## config.mk

```make
export PLATFORM = sky130hd
export DESIGN_NAME = uart_tx_ctrl_flat
export DESIGN_NICKNAME = d
export VERILOG_FILES = /design/src/rtl/uart_tx_ctrl_pkg.sv /design/src/rtl/uart_tx_ctrl_if.sv /design/src/rtl/uart_tx_parity_calc.sv /design/src/rtl/uart_tx_ctrl.sv /design/src/flat_wrapper.sv
export SDC_FILE = /design/constraint.sdc
export NUM_CORES = 1
export LEC_CHECK = 0
export CAP_MARGIN = 5
export CORE_ASPECT_RATIO = 1.1
export CORE_MARGIN = 2
export CORE_UTILIZATION = 45
export DETAILED_ROUTE_END_ITERATION = 10
export GPL_ROUTABILITY_DRIVEN = 0
export PLACE_DENSITY = 0.72
export SKIP_CTS_REPAIR_TIMING = 1
export SLEW_MARGIN = 20
export SYNTH_ARGS = -nofsm -noshare
export SYNTH_HDL_FRONTEND = slang
export SYNTH_SLANG_ARGS = --single-unit
```

## constraint.sdc

```tcl
create_clock -name CLK -period 1.5 [get_ports CLK]
set_input_delay 0.15 -clock CLK [delete_from_list [all_inputs] [get_ports CLK]]
set_output_delay 0.15 -clock CLK [all_outputs]
set_load 0.02 [all_outputs]
```

## src/rtl/uart_tx_ctrl_pkg.sv

```systemverilog
// Shared UART transmit definitions: output mux select codes, control FSM states, parity types.
package uart_tx_ctrl_pkg;

  localparam logic [1:0] SEL_START = 2'b00;
  localparam logic [1:0] SEL_STOP  = 2'b01;
  localparam logic [1:0] SEL_DATA  = 2'b10;
  localparam logic [1:0] SEL_PAR   = 2'b11;

  localparam logic PAR_EVEN = 1'b0;
  localparam logic PAR_ODD  = 1'b1;

  typedef enum logic [2:0] {
    ST_IDLE,
    ST_START,
    ST_DATA,
    ST_PARITY,
    ST_STOP
  } state_t;

endpackage

```

## src/rtl/uart_tx_ctrl_if.sv

```systemverilog
// Byte request in, frame sequencing controls out toward the registered TX output mux.
interface uart_tx_ctrl_if #(parameter int DATA_WIDTH = 8);

  logic [DATA_WIDTH-1:0] P_DATA;
  logic                  Data_Valid;
  logic                  PAR_EN;
  logic                  PAR_TYP;
  logic [1:0]            mux_sel;
  logic                  ser_data;
  logic                  par_bit;
  logic                  busy;

  modport master (
    output P_DATA, Data_Valid, PAR_EN, PAR_TYP,
    input  mux_sel, ser_data, par_bit, busy
  );

  modport slave (
    input  P_DATA, Data_Valid, PAR_EN, PAR_TYP,
    output mux_sel, ser_data, par_bit, busy
  );

endinterface

```

## src/rtl/uart_tx_parity_calc.sv

```systemverilog
// Combinational frame parity: XOR-reduce of the data, inverted for odd parity.
module uart_tx_parity_calc
  import uart_tx_ctrl_pkg::*;
#(
  parameter int DATA_WIDTH = 8
) (
  input  logic [DATA_WIDTH-1:0] data,
  input  logic                  par_typ,
  output logic                  par
);

  assign par = (par_typ == PAR_ODD) ? ~(^data) : (^data);

endmodule

```

## src/rtl/uart_tx_ctrl.sv

```systemverilog
// UART TX control: latches a byte on request and sequences start, LSB-first data, optional parity, stop.
// Outputs are Moore-decoded from state, counter and shift register; requests while busy are dropped.
module uart_tx_ctrl
  import uart_tx_ctrl_pkg::*;
#(
  parameter int DATA_WIDTH = 8
) (
  input  logic          CLK,
  input  logic          RST,
  uart_tx_ctrl_if.slave tx
);

  localparam int              CW       = $clog2(DATA_WIDTH);
  localparam logic [CW-1:0]   CNT_LAST = CW'(DATA_WIDTH - 1);

  state_t                state, state_nxt;
  logic [DATA_WIDTH-1:0] shreg;
  logic [CW-1:0]         cnt;
  logic                  par_en_q;
  logic                  par_bit_q;
  logic                  par_calc;
  logic                  accept;
  logic [1:0]            sel;
  logic                  busy_c;

  uart_tx_parity_calc #(.DATA_WIDTH(DATA_WIDTH)) u_parity (
    .data    (tx.P_DATA),
    .par_typ (tx.PAR_TYP),
    .par     (par_calc)
  );

  always_ff @(posedge CLK or posedge RST) begin
    if (RST) state <= ST_IDLE;
    else     state <= state_nxt;
  end

  always_comb begin
    state_nxt = state;
    sel       = SEL_STOP;
    busy_c    = 1'b0;
    accept    = 1'b0;
    case (state)
      ST_IDLE: begin
        if (tx.Data_Valid) begin
          accept    = 1'b1;
          state_nxt = ST_START;
        end
      end
      ST_START: begin
        sel       = SEL_START;
        busy_c    = 1'b1;
        state_nxt = ST_DATA;
      end
      ST_DATA: begin
        sel    = SEL_DATA;
        busy_c = 1'b1;
        if (cnt == CNT_LAST) state_nxt = par_en_q ? ST_PARITY : ST_STOP;
      end
      ST_PARITY: begin
        sel       = SEL_PAR;
        busy_c    = 1'b1;
        state_nxt = ST_STOP;
      end
      ST_STOP: begin
        busy_c    = 1'b1;
        state_nxt = ST_IDLE;
      end
      default: state_nxt = ST_IDLE;
    endcase
  end

  // Counter idles at zero so DATA always starts from bit 0.
  always_ff @(posedge CLK or posedge RST) begin
    if (RST) begin
      shreg     <= '0;
      cnt       <= '0;
      par_en_q  <= 1'b0;
      par_bit_q <= 1'b0;
    end else begin
      if (accept) begin
        shreg     <= tx.P_DATA;
        par_en_q  <= tx.PAR_EN;
        par_bit_q <= par_calc;
      end
      if (state == ST_DATA) begin
        shreg <= shreg >> 1;
        cnt   <= (cnt == CNT_LAST) ? '0 : cnt + CW'(1);
      end else begin
        cnt <= '0;
      end
    end
  end

  assign tx.mux_sel  = sel;
  assign tx.busy     = busy_c;
  assign tx.ser_data = shreg[0];
  assign tx.par_bit  = par_bit_q;

endmodule

```

## src/flat_wrapper.sv

```systemverilog
// flat-port wrapper written by rule: the top's interface ports become plain ports
module uart_tx_ctrl_flat import uart_tx_ctrl_pkg::*;
#(
  parameter int DATA_WIDTH = 8
)
  (CLK, RST, tx_P_DATA, tx_Data_Valid, tx_PAR_EN, tx_PAR_TYP, tx_mux_sel, tx_ser_data, tx_par_bit, tx_busy);
  uart_tx_ctrl_if #(.DATA_WIDTH(DATA_WIDTH)) tx_i ();
  input  logic CLK;
  input  logic RST;
  input wire logic [$bits(tx_i.P_DATA)-1:0] tx_P_DATA;
  input wire logic [$bits(tx_i.Data_Valid)-1:0] tx_Data_Valid;
  input wire logic [$bits(tx_i.PAR_EN)-1:0] tx_PAR_EN;
  input wire logic [$bits(tx_i.PAR_TYP)-1:0] tx_PAR_TYP;
  output wire logic [$bits(tx_i.mux_sel)-1:0] tx_mux_sel;
  output wire logic [$bits(tx_i.ser_data)-1:0] tx_ser_data;
  output wire logic [$bits(tx_i.par_bit)-1:0] tx_par_bit;
  output wire logic [$bits(tx_i.busy)-1:0] tx_busy;
  assign tx_i.P_DATA = tx_P_DATA;
  assign tx_i.Data_Valid = tx_Data_Valid;
  assign tx_i.PAR_EN = tx_PAR_EN;
  assign tx_i.PAR_TYP = tx_PAR_TYP;
  assign tx_mux_sel = tx_i.mux_sel;
  assign tx_ser_data = tx_i.ser_data;
  assign tx_par_bit = tx_i.par_bit;
  assign tx_busy = tx_i.busy;
  uart_tx_ctrl #(.DATA_WIDTH(DATA_WIDTH)) u_core (.CLK(CLK), .RST(RST), .tx(tx_i));
endmodule
```

Yosys cells after proc, flatten, opt, wreduce, memory -nomap -nowiden
Index checks and enable logic that the tools add are counted.
- $add $sub $neg: 1
- eq/ne operators: 7
- multiplexer cells: 13
- bitwise logic cells: 1
- reduce and logical (&&, ||, !) cells: 5
- operators with widths (cell ; count):
    two-way mux 8 bit ; 2
    two-way mux 3 bit ; 5
    one-hot mux 3 bit (4 select lines) ; 1
    parity 8 bit ; 1
    == test 3 x 2 -> 1 bit (second input constant) ; 2
    == test 3 bit (second input constant) ; 2
    one-hot mux 2 bit (3 select lines) ; 1
    two-way mux 1 bit ; 4
    != test 2 bit (second input constant) ; 2
    OR reduction 4 bit ; 1
    adder 3 x 1 -> 3 bit (second input constant) ; 1
    == test 3 x 1 -> 1 bit (second input constant) ; 1
    zero test 3 bit ; 1
    AND reduction 2 bit ; 1
    nonzero test 2 bit ; 1
    NOT 1 bit ; 1
- flip-flop bits (word level): 16
- bits of input ports: 13
- output and inout port bits: 5
- word-level logic and storage cells: 32

Longest topological paths before layout
Gate-level depths: netlist of run 1.
- word-level depth: 4
- depth in mapped cells: 5

Modules after synthesis
A second synthesis of run 1 with hierarchy kept.
- cells, all modules: 80
- area total of the unflattened synthesis: 857.1 µm²
- modules (own cells, without submodules) (module ; instances ; cells an instance ; area each (µm²) ; seq. area each (µm²)):
    uart_tx_ctrl ; 1 ; 73 ; 774.5 ; 400.4
    uart_tx_parity_calc ; 1 ; 7 ; 82.6 ; 0.0

Worst setup path before layout of run 1
OpenSTA, ideal clock, no wires.
- path kind: reg-to-reg
- from: reg u_core.state[2]
- to: reg u_core.shreg[1]
- data arrival time: 1.125 ns
- required time: 1.362 ns
- slack: 0.237 ns
- stages on the path, launching flop included: 6
- buffers on the path: 1
- cell sequence: dfrtp_1 -> nor2_1 -> and2_1 -> buf_4 -> mux2i_1 -> o21ai_0
- longest elaborated chain between the ends: 3
- ends and longest elaborated chain (element ; RTL line ; RTL):
    start, declared ; uart_tx_ctrl.sv:16 ; state_t state, state_nxt;
    start signal, assigned ; uart_tx_ctrl.sv:34 ; else state <= state_nxt;
    zero test 3 bit ; uart_tx_ctrl.sv:42 ; case (state)
    two-way mux 1 bit ; uart_tx_ctrl.sv:42 ;
    nonzero test 2 bit (no source line) ; n/a ;
    end signal, assigned ; uart_tx_ctrl.sv:81 ; shreg <= tx.P_DATA;
    end signal, assigned ; uart_tx_ctrl.sv:86 ; shreg <= shreg >> 1;
    end, declared ; uart_tx_ctrl.sv:17 ; logic [DATA_WIDTH-1:0] shreg;
Several ways; a longest one is shown, not always the timed one.
A chain may end at the register's enable or synchronous reset.

Final worst setup path of run 1
- from: in tx_P_DATA[2]
- to: reg u_core.par_bit_q (netlist: u_core.tx.par_bit)
- longest elaborated chain between the ends: 3
- ends and longest elaborated chain (element ; RTL line ; RTL):
    start, declared ; flat_wrapper.sv:10 ; input wire logic [$bits(tx_i.P_DATA)-1:0] tx_P_DATA;
    parity 8 bit * ; uart_tx_parity_calc.sv:12 ; assign par = (par_typ == PAR_ODD) ? ~(^data) : (^data);
    NOT 1 bit ; uart_tx_parity_calc.sv:12 ;
    two-way mux 1 bit * ; uart_tx_parity_calc.sv:12 ;
    end signal, assigned ; uart_tx_ctrl.sv:83 ; par_bit_q <= par_calc;
    end, declared ; uart_tx_ctrl.sv:20 ; logic par_bit_q;
Every way passes the cells marked *; elsewhere a longest branch is shown, timed or not.

==> results.json, run 1 <==
{
  "dpl-instance-area_mm2": 0.00105,
  "grt-ovfl-total": 0,
  "io_pins": 18,
  "path_class": "in -> reg",
  "portBuffers": 17,
  "tightest_slew_ns": 0.227,
  "worstReg2RegStart": "u_core.state[1]",
  "hold_class": "in -> async",
  "drcViolationCount": 0,
  "synth_common_cells": "dfrtp_1 (16), mux2i_1 (9), o21ai_0 (9), nand2_1 (8), xnor2_1 (6)",
  "syn_nets": 90,
  "layout-drive-gt1-share_pct": 14.0,
  "via_per_inst": 5.22,
  "synth_top_family_by_area": "simple AND/OR/NAND/NOR gates",
  "dominantRegCellSynth": "dfrtp_1",
  "synth_top_area_share_pct": 49.3,
  "arrival_ns": 1.62,
  "timing.final.crit_period_ns": 1.43,
  "synth_compound_area_share_pct": 6.93,
  "cap_violations": 0,
  "crit_buf_inv": 1,
  "path_cells": "clkdlybuf4s50_1 -> xnor2_2 -> xnor3_1 -> xnor2_1 -> mux2_4",
  "cpMaxStageDelayCell": "clkdlybuf4s50_1",
  "first_pass_iters": 2,
  "wl_per_cell_um": 12.7,
  "critPathMaxFanout": 2,
  "reg2reg_depth": 4,
  "relSlewSlack_pct": 84.9,
  "die_h_um": 48.6,
  "synthAdderAreaFrac_pct": 3.08,
  "max_stage_delay_ns": 0.53,
  "clock_skew_ns": 0.00412,
  "synth_seq_area_share_pct": 49.3,
  "power_mw": 2.12,
  "ir_worst_vdd_v": 0.00104,
  "status": "finished, final reports clean",
  "rows": 16,
  "final_hold_viol_count": 0,
  "cts.sinks": 16,
  "power.leakage_nw": 0.542,
  "synth_edf_count": 0,
  "cts_buffers": 3,
  "cts.clk_slew.worst_paths_ns": 0.09,
  "synth_area_leaders": "dfrtp_1 (49%), mux2i_1 (11%), xnor2_1 (6.5%)",
  "final_cell_area_mm2": 0.00111,
  "r2r-end": "u_core.tx.par_bit",
  "cp-start-kind": "primary input",
  "finalSetupViolCount": 0,
  "async_flop_share_pct": 100,
  "holdWs_ns": 0.152,
  "power.density_mw_per_mm2": 1910,
  "required_ns": 1.69,
  "avgSynthCellArea_um2": 10.8,
  "dp_hpwl_um": 1170,
  "cts_tree": "done",
  "grt_pass1_wl_um": 2640,
  "start_util_pct": 46.6,
  "fin_setup_tns_ns": 0,
  "nets": 116,
  "cts_max_level": 1,
  "routed_wirelength_um": 1500,
  "yosysTopAreaCell": "dfrtp_1",
  "ys_types": 21,
  "critPathCaptureType": "flip-flop",
  "cts_root_buf": "clkbuf_4",
  "antenna_found_initial": 0,
  "drtAntennaViolNets": 0,
  "design.core.area_mm2": 0.00174,
  "synth-xor-area-share_pct": 11.4,
  "clk-insertion-delay-late_ns": 0.29,
  "yosysWarnings": 0,
  "post-route-util_pct": 63.5,
  "clk_path_buf_depth": 2,
  "die_w_um": 44.5,
  "die_area_mm2": 0.00216,
  "rsz0062_at_grt": "false",
  "drt_iter0_markers": 4,
  "synthCells": 75,
  "grt_use_total_pct": 17.0,
  "synthMuxAreaShare_pct": 12.9,
  "grt_max_degree": 17,
  "grt_pass1_vias": 634,
  "min_period_over_period_pct": 95.7,
  "path_depth": 5,
  "n_antenna_cell": 0,
  "synth.most_common_cell": "dfrtp_1",
  "max_freq_mhz": 697,
  "vias": 616,
  "synthesis.area_um2": 812,
  "yosys.area_share.simple_pct": 13.3,
  "slew_viol_final": 0,
  "r2r_slack_ns": 0.12,
  "cp_top_family": "XOR/XNOR gates",
  "synth-seq-cells": 16,
  "area_growth_pct": 36.2
}
where the power goes:
part	switching (mW)	total [mW]	internal, mW
registers	0.115	0.733	0.618
logic	0.521	1.10	0.578
clock network	0.138	0.286	0.148
flip-flops by register name, summed over array words and instances (netlist names):
signal	flops
u_core.shreg	8
u_core.cnt	3
u_core.state	3
u_core.par_en_q	1
u_core.tx.par_bit	1
worst reg2reg max path: stages, from the launching register on:
cell and delay, ns:
dfrtp_1 0.42, buf_4 0.17, nor2b_1 0.14, and2_1 0.23, mux2_4 0.31
cell usage in the layout (no fill, tap or decap), drive strengths merged:
cell type	Yosys	layout
dfrtp	16	16
inv	2	2
dlymetal6s2s	0	3
a31oi	1	1
nand2b	1	1
o21ai	9	9
and3	2	2
nor3b	1	1
buf	3	7
nor3	1	1
nor2b	3	3
clkbuf	0	4
xor2	2	2
mux2i	9	9
nand2	8	8
and2	2	2
ha	2	2
xnor2	6	6
a21oi	1	1
clkdlybuf4s50	0	14
mux2	1	1
nor2	4	4
xnor3	1	1
stage by stage:
stage	instances	worst slack [ns]
global placement	114	-0.244
CTS	118	-0.259
detailed placement	114	-0.250
global route	118	0.00122
floorplan	75	0.237
finish	118	0.0650
area by class of cell:
cell class                      count  area [um2]
Inverter                            2        7.51
Clock buffer                        4        36.3
Multi-Input combinational cell     54         397
Timing Repair Buffer               24         243
Fill cell                         144         636
Tap cell                           18        22.5
Sequential cell                    16         400
how the worst max path moves through the flow:
stage,startpoint,end
6_report,tx_P_DATA[2],u_core.tx.par_bit
5_1_grt,u_core.cnt[0],u_core.state[1]
4_1_cts,u_core.state[0],tx_busy
3_5_place_dp,tx_P_DATA[3],u_core.tx.par_bit
3_3_place_gp,tx_P_DATA[3],u_core.tx.par_bit
2_1_floorplan,u_core.state[2],u_core.shreg[1]
logic make-up (layout without fill, tap and decap cells):
logic type      Yosys count  count (layout)
flops                    16              16
simple gates             22              22
buf+inv                   5              30
xor+xnor                  9               9
compound gates           11              11
mux                      10              10
fa+ha+maj                 2               2
routing by layer:
layer,track usage (%),share of wire (%),routed length (um)
met1,19.3,42,628
met4,10.6,2.9,44
met2,28.7,51,771
met3,2.24,3.9,59
met5,0,0,0
(Power assumes the default switching activity.)
==> inputs of run 2 (changes only) <==
Settings changed: CTS_CLUSTER_DIAMETER set to 40, HOLD_SLACK_MARGIN set to 0.03.
==> results of run 2 <==
Same layout as run 1: the final DEF is identical, and so are final timing and power.
==> inputs of run 3 (changes only) <==
Settings changed: CELL_PAD_IN_SITES_DETAIL_PLACEMENT set to 1, CELL_PAD_IN_SITES_GLOBAL_PLACEMENT set to 1, CORE_MARGIN 2 to 1.5, CORE_UTILIZATION 45 to 37, CTS_CLUSTER_DIAMETER 40 to unset, PLACE_DENSITY 0.72 to unset, PLACE_DENSITY_LB_ADDON set to 0.1.
==> run 3 against run 2 <==
Combinational power down 5%. Count of clock-buffer cells in the layout unchanged. Maximum frequency up 1.9%. Die area up 15%. Global-route usage down 0.61 points. First-iteration DRC count down 50%. Sequential power up 3%. Flip-flop and latch count unchanged. Largest power group unchanged. Sequential share of layout area up 0.36 points. Setup slack better by 0.026 ns.
==> results.json, run 3 (synthesis gave the netlist of run 1 again) <==
{
  "status": "finished, final reports clean",
  "power.density_mw_per_mm2": 1890,
  "r2r-end": "u_core.tx.par_bit",
  "fin_setup_tns_ns": 0,
  "n_fill_cell": 240,
  "relSlewSlack_pct": 83.4,
  "design.core.area_mm2": 0.00204,
  "vias": 596,
  "cts.sinks": 16,
  "cp-start-kind": "primary input",
  "cts.clk_slew.worst_paths_ns": 0.10,
  "grt_pass1_vias": 656,
  "drtAntennaViolNets": 0,
  "rsz0062_at_grt": "false",
  "grt_util_met1_pct": 18.8,
  "final_cells": 128,
  "via_per_inst": 4.66,
  "final_cell_mix": "dfrtp_1 (15), clkdlybuf4s50_1 (14), o21ai_0 (9), mux2i_1 (9), nand2_1 (8)",
  "cts_root_buf": "clkbuf_4",
  "start_util_pct": 39.8,
  "final_common_cell": "dfrtp_1",
  "cts_tree": "done",
  "grt_use_total_pct": 16.4,
  "finalSetupViolCount": 0,
  "arrival_ns": 1.59,
  "min_period_over_period_pct": 93.9,
  "cts_max_level": 1,
  "top_regs": "u_core.shreg: 8 flops, u_core.cnt: 3 flops, u_core.state: 3 flops",
  "critPathMaxFanout": 2,
  "multi_input_area_um2": 395,
  "io_pins": 18,
  "top_usage_layer": "met2",
  "slew_viol_final": 0,
  "dp_hpwl_um": 1240,
  "dpl.cell_count": 124,
  "ir_worst_vdd_v": 0.000906,
  "clk-insertion-delay-late_ns": 0.28,
  "grt_use_met2_pct": 27.9,
  "wl_per_cell_um": 12.2,
  "die_h_um": 52.1,
  "r2r_slack_ns": 0.11,
  "area_growth_pct": 35.3,
  "rows": 17,
  "grt_max_degree": 17,
  "power_mw": 2.08,
  "layout-drive-gt1-share_pct": 16.0,
  "largest_reg_flops": 8,
  "power.leakage_nw": 0.525,
  "n_antenna_cell": 0,
  "grt_pass1_wl_um": 2820,
  "max_freq_mhz": 710,
  "clk_path_buf_depth": 2,
  "final_hold_viol_count": 0,
  "regMostFlops": "u_core.shreg",
  "hold_class": "in -> async",
  "worstReg2RegStart": "u_core.state[1]",
  "first_pass_iters": 3,
  "cap_violations": 0,
  "clock_skew_ns": 0.00312,
  "grt-ovfl-total": 0,
  "grtUsageMet3_pct": 4.17,
  "die_area_mm2": 0.00249,
  "tightest_slew_ns": 0.249,
  "cts_buffers": 3,
  "die_w_um": 47.7,
  "critPathCaptureType": "flip-flop",
  "seq_area_um2": 402,
  "reg2reg_depth": 4,
  "antenna_found_initial": 0,
  "nets": 116,
  "timing.final.crit_period_ns": 1.41,
  "portBuffers": 17,
  "routed_wirelength_um": 1560,
  "required_ns": 1.68,
  "drt_iter0_markers": 2,
  "path_class": "in -> reg",
  "drcViolationCount": 0
}
-- run 3: where the power goes --
part           leakage (nW)  internal [mW]  switching (mW)
combinational         0.302          0.537           0.503
clock                0.0210          0.148           0.139
sequential            0.201          0.619           0.133
total                 0.525           1.30           0.775
-- run 3: final cells by class --
cell class	count	area share [%]
Sequential cell	16	36.6
Tap cell	28	3.19
Clock buffer	4	3.30
Multi-Input combinational cell	54	36.0
Inverter	2	0.683
Timing Repair Buffer	24	20.3
-- run 3: layer usage --
metal	up-vias	share of wire, %
met3	2	2.9
li1	300	-
met5	-	0
met4	0	0.90
met1	284	42
met2	10	54
-- run 3: worst max-delay path by stage --
stage / slack [ns] / startpoint / end
2_1_floorplan: 0.24 / u_core.state[2] / u_core.shreg[1]
3_3_place_gp: -0.24 / tx_P_DATA[3] / u_core.tx.par_bit
3_5_place_dp: -0.24 / tx_P_DATA[3] / u_core.tx.par_bit
4_1_cts: -0.32 / u_core.state[0] / tx_busy
5_1_grt: 0.004 / u_core.state[1] / u_core.shreg[7]
6_report: 0.09 / tx_P_DATA[3] / u_core.tx.par_bit
-- run 3: critical path, cell delays in order --
cell	delay, ns
clkdlybuf4s50_1	0.50
xnor2_1	0.13
xnor3_1	0.42
xnor2_1	0.13
mux2_4	0.25
-- run 3: metrics by stage --
step / instance area (um2) / hold WS, ns / utilization, % / setup slack [ns]
final: 1100 / 0.161 / 53.8 / 0.0913
after global routing: 1100 / 0.206 / 53.8 / 0.00443
after CTS: 1090 / 0.162 / 53.3 / -0.318
after detailed placement: 1050 / 0.444 / 51.5 / -0.243
after global placement: 1050 / 0.437 / 51.5 / -0.242
after floorplan: 812 / 0.0637 / - / 0.237
